`config.mk`:
```
export PLATFORM = sky130hd
export DESIGN_NAME = bus_arbiter
export DESIGN_NICKNAME = d
export VERILOG_FILES = /design/src/rtl/bus_arbiter.sv
export SDC_FILE = /design/constraint.sdc
export NUM_CORES = 1
export LEC_CHECK = 0
export CORE_UTILIZATION = 35
export DETAILED_ROUTE_END_ITERATION = 6
export PLACE_DENSITY = 0.68
export SLEW_MARGIN = 20
export SYNTH_ARGS = -nofsm -noshare
export SYNTH_HDL_FRONTEND = slang
export SYNTH_SLANG_ARGS = --single-unit
```
`constraint.sdc`:
```
create_clock -name clk_i -period 2.81 [get_ports clk_i]
set_clock_uncertainty 0.2 [all_clocks]
set_input_delay 0.562 -clock clk_i [delete_from_list [all_inputs] [get_ports clk_i]]
set_output_delay 0.562 -clock clk_i [all_outputs]
set_load 0.005 [all_outputs]
```
`src/rtl/bus_arbiter.sv`:
```
// Two-requester round-robin bus arbiter: issues one strobed command at a time to a
// peripheral and returns read data, aborting reads whose ready flag never arrives.
module bus_arbiter #(
    parameter int unsigned TIMEOUT_CYCLES = 16
) (
    input  logic        clk_i,
    input  logic        rstn_i,
    input  logic        m0_req,
    input  logic        m0_we,
    input  logic [31:0] m0_addr,
    input  logic [31:0] m0_wdata,
    output logic [31:0] m0_rdata,
    output logic        m0_ack,
    input  logic        m1_req,
    input  logic        m1_we,
    input  logic [31:0] m1_addr,
    input  logic [31:0] m1_wdata,
    output logic [31:0] m1_rdata,
    output logic        m1_ack,
    output logic        o_bus_stb,
    output logic        o_bus_we,
    output logic [31:0] o_bus_addr,
    output logic [31:0] o_bus_data,
    input  logic [31:0] i_bus_data,
    input  logic        i_bus_data_ready,
    output logic [1:0]  o_grant,
    output logic        o_timeout
);

    typedef enum logic [1:0] {IDLE, ISSUE, WAIT, DONE} state_t;

    localparam logic [7:0] TIMEOUT_LIMIT = 8'(TIMEOUT_CYCLES);

    state_t      state;
    logic        ptr;
    logic        owner;
    logic [7:0]  wait_cnt;

    logic        pick_m1;
    logic        finish;
    logic        load_rdata;
    logic        timeout_hit;
    logic [31:0] rdata_value;

    // The pointer only matters when both requesters compete.
    assign pick_m1 = m1_req & (~m0_req | ptr);

    always_comb begin
        finish      = 1'b0;
        load_rdata  = 1'b0;
        timeout_hit = 1'b0;
        rdata_value = i_bus_data;
        case (state)
            ISSUE: begin
                if (o_bus_we) begin
                    finish = 1'b1;
                end else if (i_bus_data_ready) begin
                    finish     = 1'b1;
                    load_rdata = 1'b1;
                end
            end
            WAIT: begin
                // Ready is checked first so a late ready still returns real data.
                if (i_bus_data_ready) begin
                    finish     = 1'b1;
                    load_rdata = 1'b1;
                end else if (wait_cnt + 8'd1 == TIMEOUT_LIMIT) begin
                    finish      = 1'b1;
                    load_rdata  = 1'b1;
                    timeout_hit = 1'b1;
                    rdata_value = 32'hFFFF_FFFF;
                end
            end
            default: ;
        endcase
    end

    always_ff @(posedge clk_i or negedge rstn_i) begin
        if (!rstn_i) begin
            state      <= IDLE;
            ptr        <= 1'b0;
            owner      <= 1'b0;
            wait_cnt   <= 8'd0;
            m0_rdata   <= 32'd0;
            m0_ack     <= 1'b0;
            m1_rdata   <= 32'd0;
            m1_ack     <= 1'b0;
            o_bus_stb  <= 1'b0;
            o_bus_we   <= 1'b0;
            o_bus_addr <= 32'd0;
            o_bus_data <= 32'd0;
            o_grant    <= 2'b00;
            o_timeout  <= 1'b0;
        end else begin
            o_bus_stb <= 1'b0;
            m0_ack    <= 1'b0;
            m1_ack    <= 1'b0;
            o_timeout <= 1'b0;
            case (state)
                IDLE: begin
                    if (m0_req || m1_req) begin
                        owner      <= pick_m1;
                        o_bus_we   <= pick_m1 ? m1_we    : m0_we;
                        o_bus_addr <= pick_m1 ? m1_addr  : m0_addr;
                        o_bus_data <= pick_m1 ? m1_wdata : m0_wdata;
                        o_grant    <= pick_m1 ? 2'b10 : 2'b01;
                        o_bus_stb  <= 1'b1;
                        wait_cnt   <= 8'd0;
                        state      <= ISSUE;
                    end
                end
                ISSUE, WAIT: begin
                    if (finish) begin
                        state     <= DONE;
                        m0_ack    <= ~owner;
                        m1_ack    <= owner;
                        o_timeout <= timeout_hit;
                        if (load_rdata) begin
                            if (owner) m1_rdata <= rdata_value;
                            else       m0_rdata <= rdata_value;
                        end
                    end else if (state == ISSUE) begin
                        state <= WAIT;
                    end else begin
                        wait_cnt <= wait_cnt + 8'd1;
                    end
                end
                DONE: begin
                    o_grant <= 2'b00;
                    ptr     <= ~owner;
                    state   <= IDLE;
                end
                default: state <= IDLE;
            endcase
        end
    end

endmodule

```
==> results of run 1 <==
==> final timing paths <==
check | from | to | slack (ns) | depth (start not counted)
worst max-delay path | state[0]$_DFFE_PN0P_ | m0_rdata[2]$_DFFE_PN0P_ | 0.14 | 7
worst min-delay path | o_bus_data[8]$_DFFE_PN0P_ | o_bus_data[8]$_DFFE_PN0P_ | 0.28 | 2
worst max register to register | state[0]$_DFFE_PN0P_ | m0_rdata[2]$_DFFE_PN0P_ | 0.14 | 7
worst min register to register | o_bus_data[8]$_DFFE_PN0P_ | o_bus_data[8]$_DFFE_PN0P_ | 0.28 | 2
max in group asynchronous | rstn_i | m0_rdata[11]$_DFFE_PN0P_ | 1.26 | 3
min in group asynchronous | rstn_i | m0_rdata[2]$_DFFE_PN0P_ | 0.46 | 2
==> power groups by stage <==
| stage | clock network [mW] | logic (mW) | registers, mW |
|---|---|---|---|
| global route | 2.50 | 5.32 | 3.81 |
| floorplan | 0 | 2.08 | 3.72 |
| global placement | 0 | 4.84 | 3.66 |
| finish | 2.35 | 4.87 | 3.68 |
| detailed placement | 0 | 4.90 | 3.70 |
| CTS | 2.41 | 4.91 | 3.68 |
==> per-stage QoR <==
step | hold slack [ns] | cells | setup slack [ns] | utilization | instance area, sq um
2_1_floorplan | 0.0664 | 559 | 0.351 | - | 6710
3_3_place_gp | 0.261 | 1087 | 0.137 | 0.540 | 10100
3_5_place_dp | 0.269 | 1087 | 0.0910 | 0.540 | 10100
4_1_cts | 0.283 | 1120 | 0.0857 | 0.574 | 10800
5_1_grt | 0.298 | 1121 | 0.0181 | 0.574 | 10800
6_report | 0.275 | 1121 | 0.145 | 0.574 | 10800
==> kinds of logic after synthesis <==
| group | after synthesis |
|---|---|
| flops | 147 |
| simple gates | 131 |
| mux | 127 |
| fa+ha+maj | 5 |
| buf+inv | 44 |
| compound gates | 105 |
==> area by class of cell <==
type,instances,area share
flip-flops and latches,147,0.341
repair buffers,327,0.306
multi-input cells,369,0.263
clock buffers,21,0.0446
well taps,234,0.0272
clock inverters,11,0.0131
inverters,12,0.00418
==> layer usage <==
layer | share of wire | wire length [um] | vias to the layer above | GRT usage
met3 | 0.078 | 1380 | 14 | 0.0646
met4 | 0.012 | 221 | 0 | 0.0445
met5 | 0 | 0 | - | 0
met2 | 0.47 | 8420 | 219 | 0.302
met1 | 0.44 | 7800 | 2528 | 0.235
li1 | - | - | 2590 | -
==> critical path, delay by kind of cell, from the launching register on <==
family	cells	cell delay, ns
AOI/OAI and AO/OA	1	0.53
adders and majority gates	1	0.23
buffers and inverters	1	0.09
DFF	1	0.41
muxes	1	0.37
and+or+nand+nor	3	0.71
==> what timing repair did <==
action / CTS / global route
endpoints found under the hold margin: 48 / 0
endpoints found under the setup margin: 0 / 32
gates resized for setup: 0 / 1
hold buffers: 1 / 0
==> registers in the layout, indices dropped and copies added, names as in the netlist <==
name / flops
o_grant: 2
o_timeout: 1
o_bus_addr: 32
wait_cnt: 8
owner: 1
ptr: 1
m0_ack: 1
o_bus_we: 1
m0_rdata: 32
m1_rdata: 32
state: 2
o_bus_data: 32
o_bus_stb: 1
m1_ack: 1
==> cells in the mapped netlist (4+ instances only) <==
master / count
or2_2: 33
nand3_1: 4
nor2_1: 9
mux2i_1: 62
nand2_1: 69
mux2_4: 30
a21oi_1: 7
inv_1: 11
dfrtp_1: 147
clkbuf_1: 19
buf_2: 5
ha_1: 5
mux2_2: 35
o21ai_0: 75
==> impl_results.md, run 1 <==
- Status: complete, no violations
- Crit Path Category: flop to flop
- Area occupied by multi-input gates: between 2000 and 3000 sq um
- Synth Cell Area: approximately 6700 sq um
- 1st-iter DRT viols: around 200
- Layout net count: 1046
- Hold Fails Final Rpt: 0
- Clock Sinks: around 150
- Critical Path Start Type: flop
- Seq pwr share: 0.337
- CP Cell Sequence: inv_1, ha_1, nor4b_4, nand3_2, or2_4, a211o_2, mux2_4
- DRC violations left: 0
- Synth Warn #: 0
- Largest net degree at the start of global routing: 53
- Row cnt: 50
- Clock network power share: 0.216
- Leading cell types by total area after synthesis: dfrtp_1, mux2i_1, mux2_4, mux2_2, o21ai_0
- DR WL/cell: 15.9 um
- Vias in the first global route: ~5400
- WL final: 17800 um
- CTS Buffer Depth: 2
- Drt first pass iters: 4
- First-pass GRT wire length: around 28000 um
- RSZ-0062 raised after global routing: false
- Synth area leader: dfrtp_1
- Power consumption: about 11 mW
- Postcts setup bufs: 0
- Via count: 5351
- Sequential Area: between 3000 and 4000 sq um
- Worst Tran Pin Value: ~0.63 ns
- Register area share after synthesis: 0.548
- Core ar.: around 19000 sq um
- Critical Path AT: around 2.8 ns
- Setup TNS: 0 ns
- Buffers on Ports: 301
- Leakage Power: around 4.8 nW
- Largest family of logic cells by synthesized area: multiplexers
- Slowest stage delay, CP: 0.53 ns
- Worst path slowest cell: a211o_2
- Die Y: between 100 and 150 um
- Logic gate share of total power: 0.447
- Post-synth ARST share: 1.00
- CP Capture Type: flop
- Max Slew Vio Count: 0
- Peak Freq: 375 MHz
- Post-synthesis mux area share: 0.218
- Sw frac: 0.307
- Peak VDD IR: 0.374 mV
- Critical path required time: 2.91 ns
- Rel. slew slack: 0.582
- Synth Area in XOR/XNOR: 0
- Internal: 7.54 mW
- Post-synth EDFFs: 0
- Area share of fa/ha/maj cells after synthesis: 0.00933
- Share of layout cells above drive strength 1: 0.189
- Final-layout fill cell count: 1628
- CTS Buf Count: 17
- ANT cells: 0
- Total grt overflow: 0
- Layout area overhead: 60.7%
- All-Layer GR Usage: 0.185
- Synth Area in Compound Gates: 0.0929
- Clock latency on the worst-skew pair: 0.41 ns
- Hold Path Class: flop to flop
- Final HPWL DP: about 13000 um
- Max cap viols: 0
- Simple-gate share of the synthesized area: 0.0970
- Post-synth top area share: 0.548
- Net Sw Power: 3.35 mW
- Antenna violations before repair: 0
- Synth cell types: 48
- DR vias/cell: between 4 and 5
- H-tree levels: 4
- CTS tree: built
- Final setup fails: 0
- Remaining antenna violation count: 0
- Crit Path Max Fanout: 16
- Commonest cells after routing, fill and taps aside: clkdlybuf4s50_1, dfrtp_1, o21ai_0, nand2_1, mux2i_1
- Final Wtd Congestion: approximately 0.79
- DIE AREA: 19700 sq um
- Flop and latch count out of synthesis: 147
- Die X: 140 um
- # IOs: a little over 300
- Dominant synthesized flop cell: dfrtp_1
- Commonest non-fill, non-tap cell in the layout: clkdlybuf4s50_1
- PD cells: slightly above 1000 nW/um^2
- Min cycle time layout: about 2.7 ns
- Synth Net Count: 731
- Syn Inst Count: 559
- Tcrit/Tclk final: 0.948
- Initial core utilization: 0.357
- Clock slew at reported path FFs: 0.06 ns
- Mean area per synthesized cell: 12.0 sq um
- Root Driver: clkbuf_16
Note: power is estimated with default switching activity, not from simulation.
==> run 2: changes to the inputs <==
--- a/config.mk
+++ b/config.mk
@@ -5,9 +5,10 @@
 export SDC_FILE = /design/constraint.sdc
 export NUM_CORES = 1
 export LEC_CHECK = 0
-export CORE_UTILIZATION = 35
+export CORE_UTILIZATION = 38
 export DETAILED_ROUTE_END_ITERATION = 6
-export PLACE_DENSITY = 0.68
+export PLACE_DENSITY = 0.73
+export RECOVER_POWER = 100
 export SLEW_MARGIN = 20
 export SYNTH_ARGS = -nofsm -noshare
 export SYNTH_HDL_FRONTEND = slang
==> run 2 against run 1 <==
Against the previous run:
- cell area is 1.9% lower
- register-to-register slack hardly changed
- fmax hardly changed
- sequential power is 1% lower
- critical path type unchanged
==> impl_results.md, run 2 (same netlist as run 1, synthesis figures left out) <==
- Reg-to-reg critical path endpoint: m1_rdata[7]$_DFFE_PN0P_
- Vias in the first global route: 5349 (-0.47%)
- Status: complete, no violations
- Reg2Reg Depth: 9 (+2)
- Final Wtd Congestion: 0.797 (+1.3%)
- Layout net count: 1045 (-0.096%)
- Root Driver: clkbuf_16
- Die Y: 135 um (-4.0%)
- CP Capture Type: flop
- Critical path required time: 2.91 ns (about the same)
- DRC violations left: 0 (unchanged)
- Critical Path AT: 2.76 ns (about the same)
- Via count: 5354 (+0.056%)
- Final-layout fill cell count: 1473 (-9.5%)
- Clock slew at reported path FFs: 0.06 ns (about the same)
- Tcrit/Tclk final: 0.948 (about the same)
- PD cells: 962 nW/um^2 (-4.8%)
- Remaining antenna violation count: 0 (unchanged)
- Power consumption: 10.2 mW (-6.6%)
- Antenna violations before repair: 0 (unchanged)
- Commonest cells after routing, fill and taps aside: clkdlybuf4s50_1, dfrtp_1, dlygate4sd3_1, o21ai_0, nand2_1
- Leakage Power: 4.65 nW (-3.2%)
- Sequential Area: 3680 sq um (unchanged)
- Total grt overflow: 0 (unchanged)
- Die X: 135 um (-4.0%)
- CTS Buffer Depth: 2 (unchanged)
- Crit Path Category: flop to flop
- DR WL/cell: 16.1 um (+1.1%)
- Buffers on Ports: 301 (unchanged)
- CTS tree: built
- Worst R2R Setup Slack: 0.15 ns (about the same)
- Rel. slew slack: 0.196 (-0.386)
- Peak VDD IR: 0.445 mV (+19%)
- Initial core utilization: 0.388 (+0.0304)
- Layout Cells excl Fill: 1111 (-0.89%)
- Core ar.: 17300 sq um (-7.8%)
- Max cap viols: 0 (unchanged)
- Max Slew Vio Count: 0 (unchanged)
- Hold Path Class: flop to flop
- Worst Tran Pin Value: 1.21 ns (+0.579 ns)
- Commonest non-fill, non-tap cell in the layout: clkdlybuf4s50_1
- Peak Freq: 376 MHz (about the same)
- Clock Sinks: 147 (unchanged)
- Hold Fails Final Rpt: 0 (unchanged)
- Setup TNS: 0 ns (unchanged)
- Inst Count DP: 1075 (-1.1%)
- Layout area overhead: 57.6%
- CP startpoint: state[0]$_DFFE_PN0P_
- DR vias/cell: 4.82 (+0.96%)
- # IOs: 302 (unchanged)
- Share of layout cells above drive strength 1: 0.153 (-0.0359)
- Final setup fails: 0 (unchanged)
- CTS Buf Count: 17 (unchanged)
- All-Layer GR Usage: 0.197 (+0.0115)
- Worst setup endpoint: m1_rdata[7]$_DFFE_PN0P_
- 1st-iter DRT viols: 151 (-23%)
- Drt first pass iters: 6 (+2)
- Area occupied by multi-input gates: 2730 sq um (-3.9%)
- Final HPWL DP: 13100 um (-0.87%)
- Worst R2R Start: state[0]$_DFFE_PN0P_
- DIE AREA: 18200 sq um (-7.8%)
- First-pass GRT wire length: 27500 um (-3.4%)
- Crit Path Max Fanout: 16 (unchanged)
- Critical Path Start Type: flop
- H-tree levels: 4 (unchanged)
- Min cycle time layout: 2.66 ns (-0.00215 ns)
- Row cnt: 48 (-4.0%)
- ANT cells: 0 (unchanged)
- Clock latency on the worst-skew pair: 0.41 ns (about the same)
- WL final: 17900 um (+0.16%)
- Largest net degree at the start of global routing: 98 (+85%)
- RSZ-0062 raised after global routing: false
## run 2: through the flow
stage / setup WS (ns) / area [sq um] / hold WS (ns) / util
6_report: 0.147 / 10600 / 0.270 / 0.611
5_1_grt: 0.0397 / 10600 / 0.291 / 0.611
4_1_cts: 0.0586 / 10700 / 0.283 / 0.618
3_5_place_dp: 0.0698 / 10100 / 0.255 / 0.583
3_3_place_gp: 0.147 / 10100 / 0.255 / 0.583
2_1_floorplan: 0.351 / 6710 / 0.0664 / -
## run 2: how the worst min path moves through the flow
| stage | from | endpoint | cells past startpoint |
|---|---|---|---|
| 2_1_floorplan | rstn_i | m0_ack$_DFF_PN0_ | 0 |
| 3_3_place_gp | rstn_i | m0_rdata[0]$_DFFE_PN0P_ | 1 |
| 3_5_place_dp | rstn_i | m0_rdata[30]$_DFFE_PN0P_ | 1 |
| 4_1_cts | o_bus_data[25]$_DFFE_PN0P_ | o_bus_data[25]$_DFFE_PN0P_ | 2 |
| 5_1_grt | o_bus_data[20]$_DFFE_PN0P_ | o_bus_data[20]$_DFFE_PN0P_ | 2 |
| 6_report | o_bus_addr[9]$_DFFE_PN0P_ | o_bus_addr[9]$_DFFE_PN0P_ | 2 |
## run 2: worst max-delay path: stages, from the launching register on
cell and delay, ns:
dfrtp_1 0.42, inv_1 0.14, ha_4 0.17, nor4b_4 0.22
nand3_2 0.14, or2_4 0.30, a211oi_4 0.23, buf_4 0.19
clkbuf_16 0.19, mux2_2 0.34
## run 2: area by class of cell
class                           instances  area share
Sequential cell                       147       0.348
Timing Repair Buffer                  326       0.306
Multi-Input combinational cell        369       0.258
Clock buffer                           17      0.0402
Tap cell                              225      0.0266
Clock inverter                         15      0.0165
Inverter                               12     0.00426
## run 2: layer usage
layer	wire length (um)	track usage	share of wire	vias up
met2	8940	0.336	0.50	225
met5	0	0	0	-
met4	214	0.0637	0.012	0
met3	1450	0.0627	0.081	16
met1	7250	0.234	0.41	2513
li1	-	-	-	2600
## run 2: repair_timing
item | in CTS | in global routing
hold buffers | 1 | 0
endpoints found under the hold margin | 26 | 0
setup endpoints to repair | 0 | 35
gates resized for setup | 0 | 4
setup buffers | 0 | 1
## run 2: where the power goes
group | leakage, nW | switching, mW | internal [mW]
logic | 2.61 | 1.84 | 2.41
registers | 1.75 | 0.529 | 3.11
clock network | 0.287 | 0.951 | 1.34
